<file path="config.mk">
export PLATFORM = sky130hd
export DESIGN_NAME = add_sched
export DESIGN_NICKNAME = d
export VERILOG_FILES = /design/src/rtl/add_sched_pkg.sv /design/src/rtl/add_sched_rr_arbiter.sv /design/src/rtl/sixtyfourbit.sv /design/src/rtl/add_sched.sv
export SDC_FILE = /design/constraint.sdc
export NUM_CORES = 1
export LEC_CHECK = 0
export BUFFER_PORTS_ARGS = -buffer_cell sky130_fd_sc_hd__buf_4
export CAP_MARGIN = 40
export CORE_MARGIN = 1
export CORE_UTILIZATION = 36
export CTS_CLUSTER_DIAMETER = 100
export DETAILED_ROUTE_END_ITERATION = 8
export GPL_ROUTABILITY_DRIVEN = 0
export GPL_TIMING_DRIVEN = 0
export PLACE_DENSITY = 0.59
export SETUP_SLACK_MARGIN = 0.05
export SYNTH_ARGS = -nofsm -noshare
export SYNTH_HDL_FRONTEND = slang
export SYNTH_SLANG_ARGS = --single-unit
</file>
<file path="constraint.sdc">
create_clock -name clk -period 24.3 [get_ports clk]
set_input_delay 4.86 -clock clk [delete_from_list [all_inputs] [get_ports clk]]
set_output_delay 4.86 -clock clk [all_outputs]
set_load 0.01 [all_outputs]
</file>
<file path="src/rtl/add_sched_pkg.sv">
// add_sched_pkg: FSM state type, datapath width and round-robin pointer helper shared by add_sched
package add_sched_pkg;
    typedef enum logic [1:0] {IDLE, ADD, DONE} state_t;

    localparam int DATA_W = 64;

    function automatic int rr_next(input int idx, input int nreq);
        return (idx + 1 == nreq) ? 0 : idx + 1;
    endfunction
endpackage

</file>
<file path="src/rtl/add_sched_rr_arbiter.sv">
// rr_arbiter: round-robin arbiter searching circularly from ptr
//   req : request vector   ptr : highest-priority index   en : grant allowed
//   gnt : one-hot grant (0 when en low or no request)   idx : encoded grantee
module rr_arbiter #(
    parameter int NREQ = 4,
    parameter int ID_W = $clog2(NREQ)
) (
    input  logic [NREQ-1:0] req,
    input  logic [ID_W-1:0] ptr,
    input  logic            en,
    output logic [NREQ-1:0] gnt,
    output logic [ID_W-1:0] idx
);
    logic [ID_W-1:0] j;

    // Walk from farthest to nearest so the candidate closest to ptr is the last one written.
    always_comb begin
        gnt = '0;
        idx = '0;
        j = '0;
        for (int k = NREQ - 1; k >= 0; k--) begin
            j = ID_W'((int'(ptr) + k) % NREQ);
            if (en && req[j]) begin
                gnt = NREQ'(1) << j;
                idx = j;
            end
        end
    end
endmodule

</file>
<file path="src/rtl/sixtyfourbit.sv">
// sixtyfourbit: 64-bit ripple-carry adder
//   a, b : operands   cin : carry-in   sum : a+b+cin mod 2^64   cout : carry out of bit 63
module sixtyfourbit (
    input  logic [63:0] a,
    input  logic [63:0] b,
    input  logic        cin,
    output logic [63:0] sum,
    output logic        cout
);
    logic c;

    always_comb begin
        c = cin;
        sum = '0;
        for (int k = 0; k < 64; k++) begin
            sum[k] = a[k] ^ b[k] ^ c;
            c = (a[k] & b[k]) | (c & (a[k] ^ b[k]));
        end
        cout = c;
    end
endmodule

</file>
<file path="src/rtl/add_sched.sv">
// add_sched: round-robin scheduler sharing one sixtyfourbit adder between NREQ requesters
//   req_valid/req_ready/req_a/req_b/req_cin : per-requester operand handshake (64-bit lanes)
//   rsp_valid/rsp_ready/rsp_id/rsp_sum/rsp_carry : tagged result handshake
//   busy : FSM not idle
//   ADD_SCHED_OVF_EN : adds rsp_ovf, registered signed overflow of the result
module add_sched
    import add_sched_pkg::*;
#(
    parameter int NREQ = 4,
    parameter int ID_W = $clog2(NREQ)
) (
    input  logic                   clk,
    input  logic                   rst,
    input  logic [NREQ-1:0]        req_valid,
    output logic [NREQ-1:0]        req_ready,
    input  logic [NREQ*DATA_W-1:0] req_a,
    input  logic [NREQ*DATA_W-1:0] req_b,
    input  logic [NREQ-1:0]        req_cin,
    output logic                   rsp_valid,
    input  logic                   rsp_ready,
    output logic [ID_W-1:0]        rsp_id,
    output logic [DATA_W-1:0]      rsp_sum,
    output logic                   rsp_carry,
    output logic                   busy
`ifdef ADD_SCHED_OVF_EN
    ,
    output logic                   rsp_ovf
`endif
);
    state_t state_q, state_d;
    logic [ID_W-1:0] rr_ptr_q, rr_ptr_d, gnt_idx, op_id_q, id_q;
    logic [DATA_W-1:0] op_a_q, op_b_q, add_sum, sum_q;
    logic [NREQ-1:0] gnt;
    logic op_cin_q, add_cout, carry_q, take, elig;

    // rst gates eligibility so req_ready reads 0 while reset is held.
    assign elig = !rst && (state_q == IDLE || (state_q == DONE && rsp_ready));

    rr_arbiter #(.NREQ(NREQ), .ID_W(ID_W)) u_arb (
        .req(req_valid),
        .ptr(rr_ptr_q),
        .en (elig),
        .gnt(gnt),
        .idx(gnt_idx)
    );

    sixtyfourbit u_add (
        .a   (op_a_q),
        .b   (op_b_q),
        .cin (op_cin_q),
        .sum (add_sum),
        .cout(add_cout)
    );

    assign take = |gnt;
    assign req_ready = gnt;
    assign rsp_valid = state_q == DONE;
    assign busy = state_q != IDLE;
    assign rsp_id = id_q;
    assign rsp_sum = sum_q;
    assign rsp_carry = carry_q;

    always_comb begin
        state_d = take ? ADD : state_q == ADD ? DONE : (state_q == DONE && !rsp_ready) ? DONE : IDLE;
        rr_ptr_d = take ? ID_W'(rr_next(int'(gnt_idx), NREQ)) : rr_ptr_q;
    end

    always_ff @(posedge clk or posedge rst) begin
        if (rst) begin
            state_q <= IDLE;
            rr_ptr_q <= '0;
            op_a_q <= '0;
            op_b_q <= '0;
            op_cin_q <= 1'b0;
            op_id_q <= '0;
            sum_q <= '0;
            carry_q <= 1'b0;
            id_q <= '0;
        end else begin
            state_q <= state_d;
            rr_ptr_q <= rr_ptr_d;
            if (take) begin
                op_a_q <= req_a[DATA_W*int'(gnt_idx) +: DATA_W];
                op_b_q <= req_b[DATA_W*int'(gnt_idx) +: DATA_W];
                op_cin_q <= req_cin[gnt_idx];
                op_id_q <= gnt_idx;
            end
            if (state_q == ADD) begin
                sum_q <= add_sum;
                carry_q <= add_cout;
                id_q <= op_id_q;
            end
        end
    end

`ifdef ADD_SCHED_OVF_EN
    logic ovf_q;

    always_ff @(posedge clk or posedge rst) begin
        if (rst)
            ovf_q <= 1'b0;
        else if (state_q == ADD)
            ovf_q <= (op_a_q[DATA_W-1] == op_b_q[DATA_W-1]) && (add_sum[DATA_W-1] != op_a_q[DATA_W-1]);
    end

    assign rsp_ovf = ovf_q;
`endif
endmodule

</file>
* Yosys cells after proc, flatten, opt, wreduce, memory -nomap -nowiden
Index checks and enable logic that the tools add are counted.
Storage, ports and cells: bits of input ports 523, output and inout port bits 73, bits in registers 202
Cells by class: add/subtract/negate cells 4, equality and inequality tests 3, shifts and indexed selects 6, reductions and logical operators 13, bitwise operators 320, muxes and demuxes 22, order comparisons 5
Operator list (number):
- $shiftx 256x9->64 | 2
- $and 1x1->1 | 128
- $xor 1x1->1 | 128
- $or 1x1->1 | 64
- $mux 2 | 8
- $mux 4 | 4
- $shl 1x2->4 const A | 4
- $lt 2x3->1 const B | 5
- $bmux 1 s2 | 5
- $logic_and 1x1->1 | 7
- $mux 1 | 5
- $add 2x2->2 const B | 2
- $reduce_or 4->1 | 1
- $add 2x1->3 const B | 1
- $eq 3x3->1 const B | 1
- $add 2x1->2 const B | 1
- $eq 2x1->1 const B | 1
- $eq 2x2->1 const B | 1
- $logic_not 1->1 | 2
- $logic_not 2->1 | 1
- $reduce_bool 2->1 | 1
- $logic_or 1x1->1 | 1

* Longest topological paths before layout
depth in word-level cells 129, gate-level depth with buffers 68, gate-level depth less buffers 68

* Hierarchy
Synthesis repeated with hierarchy kept, for this count alone.
Unflattened totals: cells, all modules 745, area, all modules 12776.0 um2
Modules (own cells, without submodules):
- add_sched | cells each 594, instances 1, sequential area each 5054.8 um2, area each 10892.9 um2
- sixtyfourbit | cells each 74, instances 1, sequential area each 0.0 um2, area each 1318.8 um2
- rr_arbiter | cells each 77, instances 1, sequential area each 0.0 um2, area each 564.3 um2

* Worst setup path before layout
No wires, ideal clock.
path type reg-to-reg, from register op_a_q[0], to register sum_q[63], in the netlist rsp_sum[63], arrival 24.757 ns, path slack -0.540 ns, period minus slack after synthesis 24.840 ns, cell stages (with the launch flop) 69, cell sequence dfrtp_1 fa_1 fa_1 fa_1 fa_1 fa_1 fa_1 fa_1 fa_1 fa_1 fa_1 fa_1 fa_1 fa_1 fa_1 fa_1 fa_1 inv_1 (+33 left out) fa_1 fa_1 fa_1 fa_1 fa_1 fa_1 fa_1 fa_1 fa_1 fa_1 fa_1 fa_1 fa_1 fa_1 fa_1 inv_1 fa_1 o21ai_0
On the way: cells in the longest elaborated chain, start to end 128, elaborated cells between the ends (all ways) 129, classes of those cells bitwise (129)
RTL lines:
- from (decl) | RTL line add_sched.sv:32 | logic [DATA_W-1:0] op_a_q, op_b_q, add_sum, sum_q;
- from (signal assigned) | RTL line add_sched.sv:83 | op_a_q <= req_a[DATA_W*int'(gnt_idx) +: DATA_W];
- $xor 1x1->1 | RTL line sixtyfourbit.sv:17 | c = (a[k] & b[k]) | (c & (a[k] ^ b[k]));
- $and 1x1->1 | RTL line sixtyfourbit.sv:17
- $or 1x1->1 (*) | RTL line sixtyfourbit.sv:17
- $and 1x1->1 (*) | RTL line sixtyfourbit.sv:17
- $or 1x1->1 (*) | RTL line sixtyfourbit.sv:17
- $and 1x1->1 (*) | RTL line sixtyfourbit.sv:17
- $or 1x1->1 (*) | RTL line sixtyfourbit.sv:17
- $and 1x1->1 (*) | RTL line sixtyfourbit.sv:17
- (+112 left out)
- $or 1x1->1 (*) | RTL line sixtyfourbit.sv:17
- $and 1x1->1 (*) | RTL line sixtyfourbit.sv:17
- $or 1x1->1 (*) | RTL line sixtyfourbit.sv:17
- $and 1x1->1 (*) | RTL line sixtyfourbit.sv:17
- $or 1x1->1 (*) | RTL line sixtyfourbit.sv:17
- $and 1x1->1 (*) | RTL line sixtyfourbit.sv:17
- $or 1x1->1 (*) | RTL line sixtyfourbit.sv:17
- $xor 1x1->1 (*) | RTL line sixtyfourbit.sv:16 | sum[k] = a[k] ^ b[k] ^ c;
- to (signal assigned) | RTL line add_sched.sv:89 | sum_q <= add_sum;
- to (decl) | RTL line add_sched.sv:32
Every way passes the cells marked *; elsewhere a longest branch is shown, timed or not. A chain may end at the register's enable or synchronous reset.

* Final worst setup path
from register op_cin_q, to register sum_q[63], in the netlist rsp_sum[63]
On the way: cells in the longest elaborated chain, start to end 127
RTL lines:
- from (decl) | RTL line add_sched.sv:34 | logic op_cin_q, add_cout, carry_q, take, elig;
- from (signal assigned) | RTL line add_sched.sv:85 | op_cin_q <= req_cin[gnt_idx];
- $and 1x1->1 | RTL line sixtyfourbit.sv:17
- $or 1x1->1 | RTL line sixtyfourbit.sv:17
- $and 1x1->1 | RTL line sixtyfourbit.sv:17
- $or 1x1->1 | RTL line sixtyfourbit.sv:17
- $and 1x1->1 | RTL line sixtyfourbit.sv:17
- $or 1x1->1 | RTL line sixtyfourbit.sv:17
- $and 1x1->1 | RTL line sixtyfourbit.sv:17
- $or 1x1->1 | RTL line sixtyfourbit.sv:17
- (+111 left out)
- $or 1x1->1 | RTL line sixtyfourbit.sv:17
- $and 1x1->1 | RTL line sixtyfourbit.sv:17
- $or 1x1->1 | RTL line sixtyfourbit.sv:17
- $and 1x1->1 | RTL line sixtyfourbit.sv:17
- $or 1x1->1 | RTL line sixtyfourbit.sv:17
- $and 1x1->1 | RTL line sixtyfourbit.sv:17
- $or 1x1->1 | RTL line sixtyfourbit.sv:17
- $xor 1x1->1 | RTL line sixtyfourbit.sv:16
Every way passes these cells.

==> Flow_metrics.wiki <==
{| class="wikitable"
! Metric !! Value
|-
| Run status || finished, final reports clean
|-
| Final standard cell count with taps included and fillers excluded || 3,297
|-
| FF-to-FF End || rsp_sum[63]
|-
| Final period util || 97.7%
|-
| Worst-margin pin slew || 933 ps
|-
| Proportion of synthesized chip area in sequential cells || 27.2%
|-
| Portion of total power attributed to combinational logic || 67.0%
|-
| Chip width || 229 um
|-
| Die Y || 229 um
|-
| Area of the core || 0.0506 mm^2
|-
| Post-Syn Area || 0.0186 mm^2
|-
| Mux cell area share after synthesis || 20.6%
|-
| DP Cell Count || 3,243
|-
| Power density over cell area || 126 mW/mm^2
|-
| Post-synthesis compound-gate area fraction || 17.4%
|-
| Slowest CP cell || sky130_fd_sc_hd__dfrtp_2
|-
| Dominant combinational cell family by area after synthesis || simple AND/OR/NAND/NOR gates
|-
| Die Outline Area || 0.0525 mm^2
|-
| Post-synth net total || 2,555
|-
| Number of hold buffers added after cts || 0
|-
| Upper clock frequency limit || 42.1 MHz
|-
| 1st-pass router iterations || 5
|-
| Estimated wirelength of the detail-placed design || 71.5 mm
|-
| Buffer cell driving the clock tree root || sky130_fd_sc_hd__clkbuf_16
|-
| Buffers and inverters on the worst path || 3
|-
| # DRC || 0
|-
| Area fraction of the dominant cell type after synthesis || 27.2%
|-
| Vias per cell || 6.23
|-
| Share of final-layout standard cells stronger than drive strength 1 || 44.2%
|-
| Most common library cells after synthesis || sky130_fd_sc_hd__mux2_2 (287), sky130_fd_sc_hd__o211ai_1 (256), sky130_fd_sc_hd__clkbuf_1 (226)
|-
| Detail Route Antenna Nets || 0
|-
| Required time of the worst setup path || 24,770 ps
|-
| Crit-path max FO || 2
|-
| Clock transition at path regs || 60 ps
|-
| Clock buffer count from CTS || 24
|-
| Hold path endpoint || rsp_sum[16]
|-
| Net count of the finished layout || 3,192
|-
| Nature of the critical path endpoint || flop
|-
| Io pins || 596
|-
| Max cap viols || 0
|-
| Seq. cell area || 0.00506 mm^2
|-
| Parity-gate share of the synthesized area counting xor and xnor cells || 0.0471%
|-
| PortBufs || 593
|-
| Setup ws final || 563 ps
|-
| Source-to-sink clock delay at the later pin of the worst-skew pair || 540 ps
|-
| Number of buffers added for setup after CTS || 0
|-
| Library cell with the highest instance count after synthesis || sky130_fd_sc_hd__mux2_2
|-
| Avg Synthesized Cell Area || 9.48 um^2
|-
| Total of flip-flops plus latches after synthesis || 202
|-
| Final Power || 0.00317 W
|-
| Switching power || 0.00142 W
|-
| YS warnings || 0
|-
| Adder-cell share of the synthesized area || 7.43%
|-
| Maximum number of pins on one net before global-route repair || 74
|-
| Htree depth || 1
|-
| Area leader, netlist || sky130_fd_sc_hd__dfrtp_1
|-
| Final-report hold violation count || 0
|-
| Category of the most critical setup path || reg -> reg
|-
| Vias post-DR || 20,500
|-
| Worst slew margin relative to its limit || 37.8%
|-
| Total count of max-transition violations in the final report || 0
|-
| Area fraction in and, or, nand and nor cells after synthesis || 21.8%
|-
| Row count || 82
|-
| Global-route total usage across every layer || 33.3%
|-
| Sink Count || 202
|-
| Internal power || 0.00175 W
|-
| Initial standard-cell utilization of the core || 36.7%
|-
| Leakage || 9.71 nW
|-
| Seq pwr share || 21.3%
|-
| Number of standard cells after synthesis || 1,960
|-
| Post-place setup slack || -1450 ps
|-
| Clk buf depth || 3
|-
| Number of enable flip-flop cells after synthesis || 0
|-
| Cell types occupying the most area after synthesis || sky130_fd_sc_hd__dfrtp_1 (27%), sky130_fd_sc_hd__mux2_2 (17%), sky130_fd_sc_hd__o211ai_1 (10%)
|-
| Clock tree from TritonCTS || yes
|-
| Shortest period the worst path allows || 23,740 ps
|-
| Worst Min Path Start || rsp_sum[16]
|-
| Top cell family by delay on the critical path || adder cells
|-
| Via count of the first global-routing pass || 20,600
|-
| Worst hold path type || reg -> reg
|-
| Setup repair after global routing missed its margin || false
|-
| Worst Hold Depth || 2
|-
| Global-route wire length before repair || 133 mm
|-
| Synth cell types || 42
|-
| Ys flop type || sky130_fd_sc_hd__dfrtp_1
|-
| Crit path launch type || flop
|-
| Slowest stage delay, CP || 430 ps
|-
| Net switching fraction of the power || 44.7%
|-
| Area of the multi-input gates || 0.0126 mm^2
|-
| Reg-to-reg slack, setup || 560 ps
|-
| Mean routed wirelength per cell || 27.2 um
|-
| Number of inserted filler cells in the final layout || 4,783
|-
| Layout Skew || 19.5 ps
|-
| Reg-to-Reg Start || op_cin_q
|-
| Crit path DAT || 24,210 ps
|-
| Fraction of registers with async set/reset || 100%
|-
| Total setup violations reported at the end of the flow || 0
|-
| Antenna violations before repair || 17
|-
| Register-to-Register Path Depth || 68
|-
| Total global routing overflow || 0
|-
| Number of DRC markers after the initial detailed-route iteration || 1,767
|-
| Clock group share of total power || 11.7%
|-
| Routed wire length || 89.7 mm
|-
| Area growth from synthesis to layout || 35.3%
|-
| CP dominant cell by count || sky130_fd_sc_hd__fa_2
|-
| Maximum ir drop on the vdd rail || 60.8 uV
|}
## layout make-up
type | count | share of cell area [%]
inverters | 11 | 0.194
multi-input cells | 1494 | 50.3
well taps | 672 | 3.34
diodes | 10 | 0.0995
clock inverters | 5 | 0.209
plain buffers | 253 | 3.94
flip-flops and latches | 202 | 20.1
repair buffers | 611 | 18.8
clock buffers | 39 | 3.02
## logic make-up (layout without fill, tap and decap cells)
family / after synthesis / in the layout
adder cells (fa/ha/maj): 72 / 72
AND/OR/NAND/NOR: 676 / 676
buffers and inverters: 264 / 919
flip-flops: 202 / 202
AO/OA/AOI/OAI: 409 / 409
other: 0 / 10
multiplexers: 336 / 336
XOR/XNOR: 1 / 1
## per-layer routing
| layer | up-vias | wire length (um) | GRT usage [%] | part of all wire, % |
|---|---|---|---|---|
| li1 | 8956 | - | - | - |
| met1 | 10200 | 36500 | 43.5 | 41 |
| met2 | 1161 | 41200 | 53.5 | 46 |
| met3 | 239 | 7480 | 6.41 | 8.3 |
| met4 | 8 | 4480 | 14.3 | 5.0 |
| met5 | - | 46 | 0 | 0.051 |
## per-stage QoR
| stage | hold WS (ps) | area, um^2 | setup TNS, ps | utilization [%] |
|---|---|---|---|---|
| floorplan | 460 | 18600 | 0 | - |
| global placement | 471 | 23900 | -4240 | 47.3 |
| detailed placement | 472 | 24200 | -4610 | 47.8 |
| CTS | 484 | 25100 | 0 | 49.6 |
| global route | 519 | 25100 | 0 | 49.7 |
| finish | 482 | 25100 | 0 | 49.7 |
## worst min-delay path: cells and delay by family, from the launching register on
family / cells / cell delay, ps
AO/OA/AOI/OAI: 1 / 60
flip-flops: 1 / 340
AND/OR/NAND/NOR: 1 / 50
## placed cells by master, fill, tap and decap left out, types with 7 or more instances in the layout
cell type	n
sky130_fd_sc_hd__nor2b_1	7
sky130_fd_sc_hd__or2_2	130
sky130_fd_sc_hd__clkbuf_1	229
sky130_fd_sc_hd__nand2_1	7
sky130_fd_sc_hd__buf_1	9
sky130_fd_sc_hd__mux2_2	287
sky130_fd_sc_hd__clkbuf_8	8
sky130_fd_sc_hd__mux2_1	38
sky130_fd_sc_hd__or4_1	128
sky130_fd_sc_hd__or3_1	131
sky130_fd_sc_hd__o211ai_1	256
sky130_fd_sc_hd__diode_2	10
sky130_fd_sc_hd__mux2i_1	7
sky130_fd_sc_hd__fa_2	58
sky130_fd_sc_hd__buf_8	12
sky130_fd_sc_hd__nor2_1	131
sky130_fd_sc_hd__ha_1	8
sky130_fd_sc_hd__clkbuf_16	25
sky130_fd_sc_hd__inv_1	9
sky130_fd_sc_hd__dfrtp_1	201
sky130_fd_sc_hd__buf_2	13
sky130_fd_sc_hd__buf_4	600
sky130_fd_sc_hd__nand4_1	128
sky130_fd_sc_hd__o2111ai_1	129
## sequential cells by signal, indices dropped and copies added, names as in the netlist
name	flops
rsp_carry	1
rsp_id	2
op_b_q	64
op_cin_q	1
op_id_q	2
state_q	2
rsp_sum	64
rr_ptr_q	2
op_a_q	64
## worst max path at each step
stage          startpoint          end  slack, ps  cells past startpoint
2_1_floorplan   op_a_q[0]  rsp_sum[63]         60                     68
3_3_place_gp     op_cin_q  rsp_sum[63]      -1360                     68
3_5_place_dp     op_cin_q  rsp_sum[63]      -1450                     68
4_1_cts          op_cin_q  rsp_sum[63]         80                     68
5_1_grt          op_cin_q  rsp_sum[63]         80                     68
6_report         op_cin_q  rsp_sum[63]        560                     68
## power groups by stage
stage          clock [W]  combinational (W)  sequential, W
2_1_floorplan          0            0.00130       0.000664
5_1_grt         0.000390            0.00230       0.000698
4_1_cts         0.000375            0.00210       0.000672
3_5_place_dp           0            0.00207       0.000672
3_3_place_gp           0            0.00200       0.000666
6_report        0.000371            0.00212       0.000674
## timing repair
| item | CTS | global route |
|---|---|---|
| gates resized for setup | 36 | 9 |
| endpoints found under the setup margin | 6 | 3 |
| pin swaps | 5 | 4 |
(Power assumes the default switching activity.)
